$ cat config.mk
export PLATFORM = sky130hd
export DESIGN_NAME = inst_mem_loader
export DESIGN_NICKNAME = d
export VERILOG_FILES = /design/src/rtl/inst_mem_loader_pkg.sv /design/src/rtl/inst_fetch_pipe.sv /design/src/rtl/inst_mem_loader.sv
export SDC_FILE = /design/constraint.sdc
export NUM_CORES = 1
export LEC_CHECK = 0
export ABC_AREA = 0
export CORE_MARGIN = 2
export CORE_UTILIZATION = 39
export CTS_BUF_LIST = sky130_fd_sc_hd__clkbuf_8
export CTS_CLUSTER_SIZE = 10
export DETAILED_ROUTE_END_ITERATION = 8
export GPL_TIMING_DRIVEN = 0
export PLACE_DENSITY_LB_ADDON = 0.08
export SETUP_SLACK_MARGIN = 0.5
export SYNTH_ARGS = -nofsm -noshare
export SYNTH_HDL_FRONTEND = slang
export SYNTH_SLANG_ARGS = --single-unit
$ cat constraint.sdc
create_clock -name clk -period 2.43 [get_ports clk]
set_input_delay 0.486 -clock clk [delete_from_list [all_inputs] [get_ports clk]]
set_output_delay 0.486 -clock clk [all_outputs]
set_load 0.03 [all_outputs]
$ cat src/rtl/inst_mem_loader_pkg.sv
// Shared constants and loader state type for the instruction memory loader.
package inst_mem_loader_pkg;

    localparam int unsigned C_XLEN     = 32;
    localparam logic [31:0] C_SENTINEL = 32'hDEADBEEF;
    localparam logic [31:0] C_NOP      = 32'h00000013;

    typedef enum logic [1:0] {
        ST_IDLE = 2'd0,
        ST_LOAD = 2'd1,
        ST_RUN  = 2'd2
    } ld_state_e;

endpackage

$ cat src/rtl/inst_fetch_pipe.sv
// Two-stage fetch tracking pipeline: valid, misalign error and NOP-substitute flags, with flush.
module inst_fetch_pipe (
    input  logic clk,
    input  logic rstN,
    input  logic i_flush,
    input  logic i_acc,
    input  logic i_misal,
    input  logic i_oor,
    output logic o_valid,
    output logic o_err,
    output logic o_nop
);

    logic r_v1, r_e1, r_n1;
    logic r_v2, r_e2, r_n2;

    always_ff @(posedge clk or negedge rstN) begin
        if (!rstN) begin
            r_v1 <= 1'b0;
            r_e1 <= 1'b0;
            r_n1 <= 1'b0;
            r_v2 <= 1'b0;
            r_e2 <= 1'b0;
            r_n2 <= 1'b0;
        end else if (i_flush) begin
            r_v1 <= 1'b0;
            r_v2 <= 1'b0;
        end else begin
            r_v1 <= i_acc;
            r_e1 <= i_misal;
            r_n1 <= i_misal | i_oor;
            r_v2 <= r_v1;
            r_e2 <= r_e1;
            r_n2 <= r_n1;
        end
    end

    assign o_valid = r_v2;
    assign o_err   = r_e2;
    assign o_nop   = r_n2;

endmodule

$ cat src/rtl/inst_mem_loader.sv
// Instruction memory loader: streams a program into RAM, then serves core fetches.
// Optional feature macro: INST_MEM_LOADER_CHECKSUM_EN (XOR checksum of loaded words).
module inst_mem_loader
    import inst_mem_loader_pkg::*;
#(
    parameter int unsigned cXLEN     = C_XLEN,
    parameter int unsigned cDepth    = 1024,
    parameter logic [31:0] cSentinel = C_SENTINEL,
    localparam int unsigned AW       = $clog2(cDepth)
) (
    input  logic             clk,
    input  logic             rstN,
    input  logic             loadStart,
    input  logic             loadValid,
    input  logic [cXLEN-1:0] loadData,
    output logic             loadReady,
    input  logic             fetchReq,
    input  logic [cXLEN-1:0] fetchAddr,
    output logic             fetchReady,
    output logic             fetchValid,
    output logic [cXLEN-1:0] fetchData,
    output logic             fetchErr,
    output logic             memEn,
    output logic             memWen,
    output logic [AW-1:0]    memAddr,
    output logic [cXLEN-1:0] memWdata,
    input  logic [cXLEN-1:0] memRdata,
    output logic             coreRun,
    output logic             loadDone,
    output logic [AW:0]      wordCount,
    output logic             overflowErr
`ifdef INST_MEM_LOADER_CHECKSUM_EN
    ,
    output logic [cXLEN-1:0] loadChecksum
`endif
);

    ld_state_e        r_state, w_state_nxt;
    logic [AW:0]      r_count, w_count_nxt;
    logic             r_done, w_done_nxt;
    logic             r_ovf, w_ovf_nxt;
    logic             r_mem_en, w_mem_en_nxt;
    logic             r_mem_wen, w_mem_wen_nxt;
    logic [AW-1:0]    r_mem_addr, w_mem_addr_nxt;
    logic [cXLEN-1:0] r_mem_wdata, w_mem_wdata_nxt;
    logic             r_load_ready, r_fetch_ready;

    logic w_load_entry, w_load_acc, w_is_sent, w_has_room, w_wr;
    logic w_flush, w_fetch_acc, w_misal, w_oor;
    logic w_pipe_valid, w_pipe_err, w_pipe_nop;

    assign w_load_entry = loadStart && (r_state == ST_IDLE || r_state == ST_RUN);
    assign w_load_acc   = loadValid && r_load_ready;
    assign w_is_sent    = (loadData == cXLEN'(cSentinel));
    assign w_has_room   = (r_count < (AW+1)'(cDepth));
    assign w_wr         = (r_state == ST_LOAD) && w_load_acc && !w_is_sent && w_has_room;
    assign w_flush      = (r_state == ST_RUN) && loadStart;
    assign w_fetch_acc  = fetchReq && r_fetch_ready && !w_flush;
    assign w_misal      = (fetchAddr[1:0] != 2'b00);
    assign w_oor        = (fetchAddr >= cXLEN'(cDepth * 4));

    always_ff @(posedge clk or negedge rstN) begin
        if (!rstN) begin
            r_state       <= ST_IDLE;
            r_count       <= '0;
            r_done        <= 1'b0;
            r_ovf         <= 1'b0;
            r_mem_en      <= 1'b0;
            r_mem_wen     <= 1'b0;
            r_mem_addr    <= '0;
            r_mem_wdata   <= '0;
            r_load_ready  <= 1'b0;
            r_fetch_ready <= 1'b0;
        end else begin
            r_state       <= w_state_nxt;
            r_count       <= w_count_nxt;
            r_done        <= w_done_nxt;
            r_ovf         <= w_ovf_nxt;
            r_mem_en      <= w_mem_en_nxt;
            r_mem_wen     <= w_mem_wen_nxt;
            r_mem_addr    <= w_mem_addr_nxt;
            r_mem_wdata   <= w_mem_wdata_nxt;
            r_load_ready  <= (w_state_nxt == ST_LOAD);
            r_fetch_ready <= (w_state_nxt == ST_RUN);
        end
    end

    // Next state plus the single RAM port schedule; LOAD and RUN never share a cycle.
    always_comb begin
        w_state_nxt     = r_state;
        w_count_nxt     = r_count;
        w_done_nxt      = r_done;
        w_ovf_nxt       = r_ovf;
        w_mem_en_nxt    = 1'b0;
        w_mem_wen_nxt   = 1'b0;
        w_mem_addr_nxt  = r_mem_addr;
        w_mem_wdata_nxt = r_mem_wdata;
        if (w_load_entry) begin
            w_state_nxt = ST_LOAD;
            w_count_nxt = '0;
            w_done_nxt  = 1'b0;
            w_ovf_nxt   = 1'b0;
        end else begin
            case (r_state)
                ST_LOAD: begin
                    if (w_load_acc) begin
                        if (w_is_sent) begin
                            w_state_nxt = ST_RUN;
                            w_done_nxt  = 1'b1;
                        end else if (w_wr) begin
                            w_mem_en_nxt    = 1'b1;
                            w_mem_wen_nxt   = 1'b1;
                            w_mem_addr_nxt  = r_count[AW-1:0];
                            w_mem_wdata_nxt = loadData;
                            w_count_nxt     = r_count + (AW+1)'(1);
                        end else begin
                            w_ovf_nxt = 1'b1;
                        end
                    end
                end
                ST_RUN: begin
                    if (w_fetch_acc && !w_oor) begin
                        w_mem_en_nxt   = 1'b1;
                        w_mem_addr_nxt = fetchAddr[AW+1:2];
                    end
                end
                default: ;
            endcase
        end
    end

    inst_fetch_pipe u_fetch_pipe (
        .clk     (clk),
        .rstN    (rstN),
        .i_flush (w_flush),
        .i_acc   (w_fetch_acc),
        .i_misal (w_misal),
        .i_oor   (w_oor),
        .o_valid (w_pipe_valid),
        .o_err   (w_pipe_err),
        .o_nop   (w_pipe_nop)
    );

`ifdef INST_MEM_LOADER_CHECKSUM_EN
    logic [cXLEN-1:0] r_checksum;

    always_ff @(posedge clk or negedge rstN) begin
        if (!rstN) begin
            r_checksum <= '0;
        end else if (w_load_entry) begin
            r_checksum <= '0;
        end else if (w_wr) begin
            r_checksum <= r_checksum ^ loadData;
        end
    end

    assign loadChecksum = r_checksum;
`endif

    // RAM read data lands two cycles after acceptance, so it is steered straight through.
    assign fetchValid  = w_pipe_valid;
    assign fetchErr    = w_pipe_valid && w_pipe_err;
    assign fetchData   = !w_pipe_valid ? '0 : (w_pipe_nop ? cXLEN'(C_NOP) : memRdata);
    assign loadReady   = r_load_ready;
    assign fetchReady  = r_fetch_ready;
    assign memEn       = r_mem_en;
    assign memWen      = r_mem_wen;
    assign memAddr     = r_mem_addr;
    assign memWdata    = r_mem_wdata;
    assign coreRun     = r_done;
    assign loadDone    = r_done;
    assign wordCount   = r_count;
    assign overflowErr = r_ovf;

endmodule
==> flow_metrics.py <==
metrics = {
    "cells_and_area": {
        "n_antenna_cell": 0,
        "drive_gt1_share_pct": 44.9,
        "areaGrowthSynthToFinish_pct": 89.6,
        "final_net_count": 639,
    },
    "pwr": {
        "power_mw": 5.16,
        "power_leakage_nw": 2.97,
        "ir_worst_vdd_mv": 0.704,
        "p_per_area_nw_per_um2": 819,
    },
    "sta": {
        "fin_hold_ws_ns": 0.264,
        "max_slew_margin_pct": 42.8,
        "fmax_ghz": 0.487,
        "skew_ns": 0.00576,
        "slew_viol_final": 0,
        "rsz0062_at_grt": "true",
        "layout_min_cycle_time_ns": 2.05,
        "finalHoldViolations": 0,
        "finalSetupViolCount": 0,
        "tightest_slew_ns": 0.857,
        "fin_crit_sh_pct": 84.5,
    },
    "die": {
        "die-width_um": 96.2,
        "core_um2": 8220,
        "die_area_um2": 9260,
        "die_h_um": 96.2,
        "io_pins": 195,
        "start_util_pct": 40.4,
        "rows": 33,
    },
    "yosys": {
        "synth_xor_area_share_pct": 0.264,
        "synth-compound-area-share_pct": 8.14,
        "synthSimpleGateAreaFrac_pct": 18.8,
        "yosysSeqAreaShare_pct": 50.5,
        "ys_ff_latch": 67,
        "synth_fa_ha_area_share_pct": 1.51,
        "syn_nets": 386,
        "synthesis.area_um2": 3320,
        "synthMuxAreaShare_pct": 18.3,
        "syn_inst": 281,
        "yosys.cell_types.count": 44,
        "syn_avg_cell_area_um2": 11.8,
        "yosysWarnings": 0,
        "synth_top_family_by_area": "simple AND/OR/NAND/NOR gates",
    },
    "clocking": {
        "path_clk_slew_ns": 0.07,
        "hold_buffers": 0,
        "numCtsBuffers": 9,
        "htreeDepth": 3,
        "cts.path.max_buffers": 2,
        "cts_tree": "done",
        "clock_sinks": 67,
        "clock_latency_ns": 0.33,
        "cts_root_buf": "clkbuf_8",
    },
    "route": {
        "first_pass_iters": 4,
        "post-route-drc-count": 0,
        "wl_per_cell_um": 18.2,
        "met2WireLength_mm": 5.98,
        "wl_met1_mm": 4.42,
        "routed_wl_mm": 11.7,
        "detail-route-antenna-nets": 0,
        "num_vias": 3330,
        "drt_iter0_drc": 163,
        "dr.max_layer_used": "met4",
        "route.met3.wl_mm": 1.10,
        "viasPerCell": 5.17,
    },
    "outcome": {
        "status": "finished clean",
    },
    "critical_path": {
        "worstPathMaxFanout": 5,
        "crit_required_ns": 2.65,
        "critPathCaptureType": "register",
        "worst_path_most_repeated_cell": "buf_6",
        "critical_path.top_delay_family": "simple AND/OR/NAND/NOR gates",
        "crit_buf_inv": 3,
        "max_stage_delay_ns": 0.59,
        "cp.arrival_ns": 2.27,
        "critPathLaunchType": "input pin",
        "crit_slowest_cell": "or4_4",
        "crit_chain": "buf_6 -> nand4b_1 -> or4_4 -> o211ai_4 -> a211oi_4 -> buf_6 -> buf_12 -> mux2_4",
        "crit_type": "input pin to register",
    },
    "job": {
        "max_cap_viol_count": 0,
    },
    "grt": {
        "grt.overflow.total": 0,
        "grt_pass1_wl_mm": 16.7,
        "grt_use_total_pct": 23.6,
        "antenna_found_initial": 0,
        "grt_pass1_vias": 3267,
        "grt_max_degree": 68,
    },
    "min_path": {
        "min_path_type": "input pin to async pin",
    },
    "placed_design": {
        "gp_congestion": 0.821,
        "hpwl_mm": 7.63,
        "portBuffers": 194,
    },
}
logic make-up after synthesis:
kind of cell	count (synthesis)
and+or+nand+nor	103
xor gates and xnor gates	1
adders and majority gates	4
muxes	54
AOI/OAI and AO/OA	38
buffers and inverters	14
DFF	67
report_power, final:
group	internal, mW	switching [mW]
Combinational	1.36	1.29
Clock	0.474	0.400
Sequential	1.44	0.200
layout make-up:
class / count / area, um^2
timing repair buffer: 242 / 2220
fill: 563 / 1930
multi-input combinational: 200 / 1910
sequential: 67 / 1680
clock buffer: 13 / 179
buffer: 11 / 139
tap: 105 / 131
inverter: 3 / 16.3
clock inverter: 3 / 12.5
stage by stage:
stage	utilization [%]	area (um^2)	worst slack [ns]	TNS, ns	instances
CTS	74.3	6110	0.424	0	632
detailed placement	67.3	5530	-0.442	-11.72	580
finish	76.6	6290	0.377	0	644
global placement	67.3	5530	-1.66	-105.67	580
global route	76.6	6290	0.358	0	644
floorplan	-	3460	0.368	0	281
state kept, by name, summed over array words and instances, names as in the netlist:
name                  cells
coreRun                   1
fetchReady                1
loadReady                 1
memAddr                  10
memEn                     1
memWdata                 32
memWen                    1
overflowErr               1
r_state                   2
u_fetch_pipe.o_err        1
u_fetch_pipe.o_nop        1
u_fetch_pipe.o_valid      1
u_fetch_pipe.r_e1         1
u_fetch_pipe.r_n1         1
u_fetch_pipe.r_v1         1
wordCount                11
placed cells by master (no fill, tap or decap), types with 15 or more instances in the layout:
cell | netlist | routed
buf_2 | 3 | 24
clkdlybuf4s50_1 | 0 | 91
buf_4 | 2 | 37
buf_6 | 1 | 29
clkbuf_2 | 0 | 15
dfrtp_1 | 67 | 64
and2_1 | 31 | 21
dlygate4sd2_1 | 0 | 23
mux2_4 | 0 | 26
mux2_2 | 38 | 28
nand2_1 | 17 | 16
worst register-to-register path, cell delays in order (launching register included):
cell and delay, ns:
dfrtp_2 0.41, buf_6 0.13, ha_4 0.16, or2b_4 0.26
o31a_1 0.13, a211oi_4 0.18, buf_6 0.16, buf_12 0.13
mux2_4 0.31
synthesized netlist by cell type:
master     instances  share of area, %
a211oi_4           1              0.60
a21o_1             1              0.23
a21oi_1           10               1.5
a31oi_1            4              0.75
a41o_1             1              0.30
and2_1            31               5.8
and2_2             1              0.23
and3_1             3              0.57
buf_2              3              0.45
buf_4              2              0.45
buf_6              1              0.34
clkbuf_1           4              0.45
clkbuf_8           1              0.41
dfrtp_1           67                51
ha_1               4               1.5
inv_1              3              0.34
mux2_1            16               5.4
mux2_2            38                13
nand2_1           17               1.9
nand3_1            6              0.91
nand4_1            3              0.57
nand4b_1           7               1.8
nand4bb_1          1              0.34
nor2_1            11               1.2
nor2_2             1              0.19
nor2b_1            3              0.57
nor3_1             1              0.15
nor4_1             5              0.94
nor4_2             2              0.75
o211ai_1           5               1.1
o211ai_2           1              0.38
o21a_1             5               1.1
o21ai_0            2              0.30
o21ai_1            3              0.45
o221ai_2           1              0.45
o22ai_1            1              0.19
o31a_1             1              0.26
o31ai_1            2              0.45
or2b_2             1              0.26
or3_1              1              0.19
or3_2              1              0.23
or4_1              6               1.4
or4_4              2              0.68
xor2_1             1              0.26
per-layer routing:
| layer | vias up | GRT usage [%] |
|---|---|---|
| met5 | - | 0 |
| met4 | 0 | 6.90 |
| met3 | 23 | 6.58 |
| met2 | 169 | 41.1 |
| met1 | 1605 | 28.3 |
| li1 | 1533 | - |
final timing paths:
kind / startpoint / to / slack (ns) / depth (start not counted)
max in group asynchronous: rstN / u_fetch_pipe.o_valid / 1.56 / 1
worst min register to register: u_fetch_pipe.r_v1 / u_fetch_pipe.o_valid / 0.45 / 1
worst min-delay path: rstN / memWdata[4] / 0.26 / 1
worst max register to register: r_state[0] / memAddr[5] / 0.45 / 8
worst max-delay path: loadData[14] / memAddr[5] / 0.38 / 8
min in group clk: loadData[17] / memWdata[17] / 0.38 / 2
repair_timing:
item,4_1_cts,5_1_grt
buffers inserted,30,12
endpoints found under the setup margin,100,82
resized for setup,367,75
cloned,6,0
pin swaps,34,24
Power figures use the tool's default switching activity.
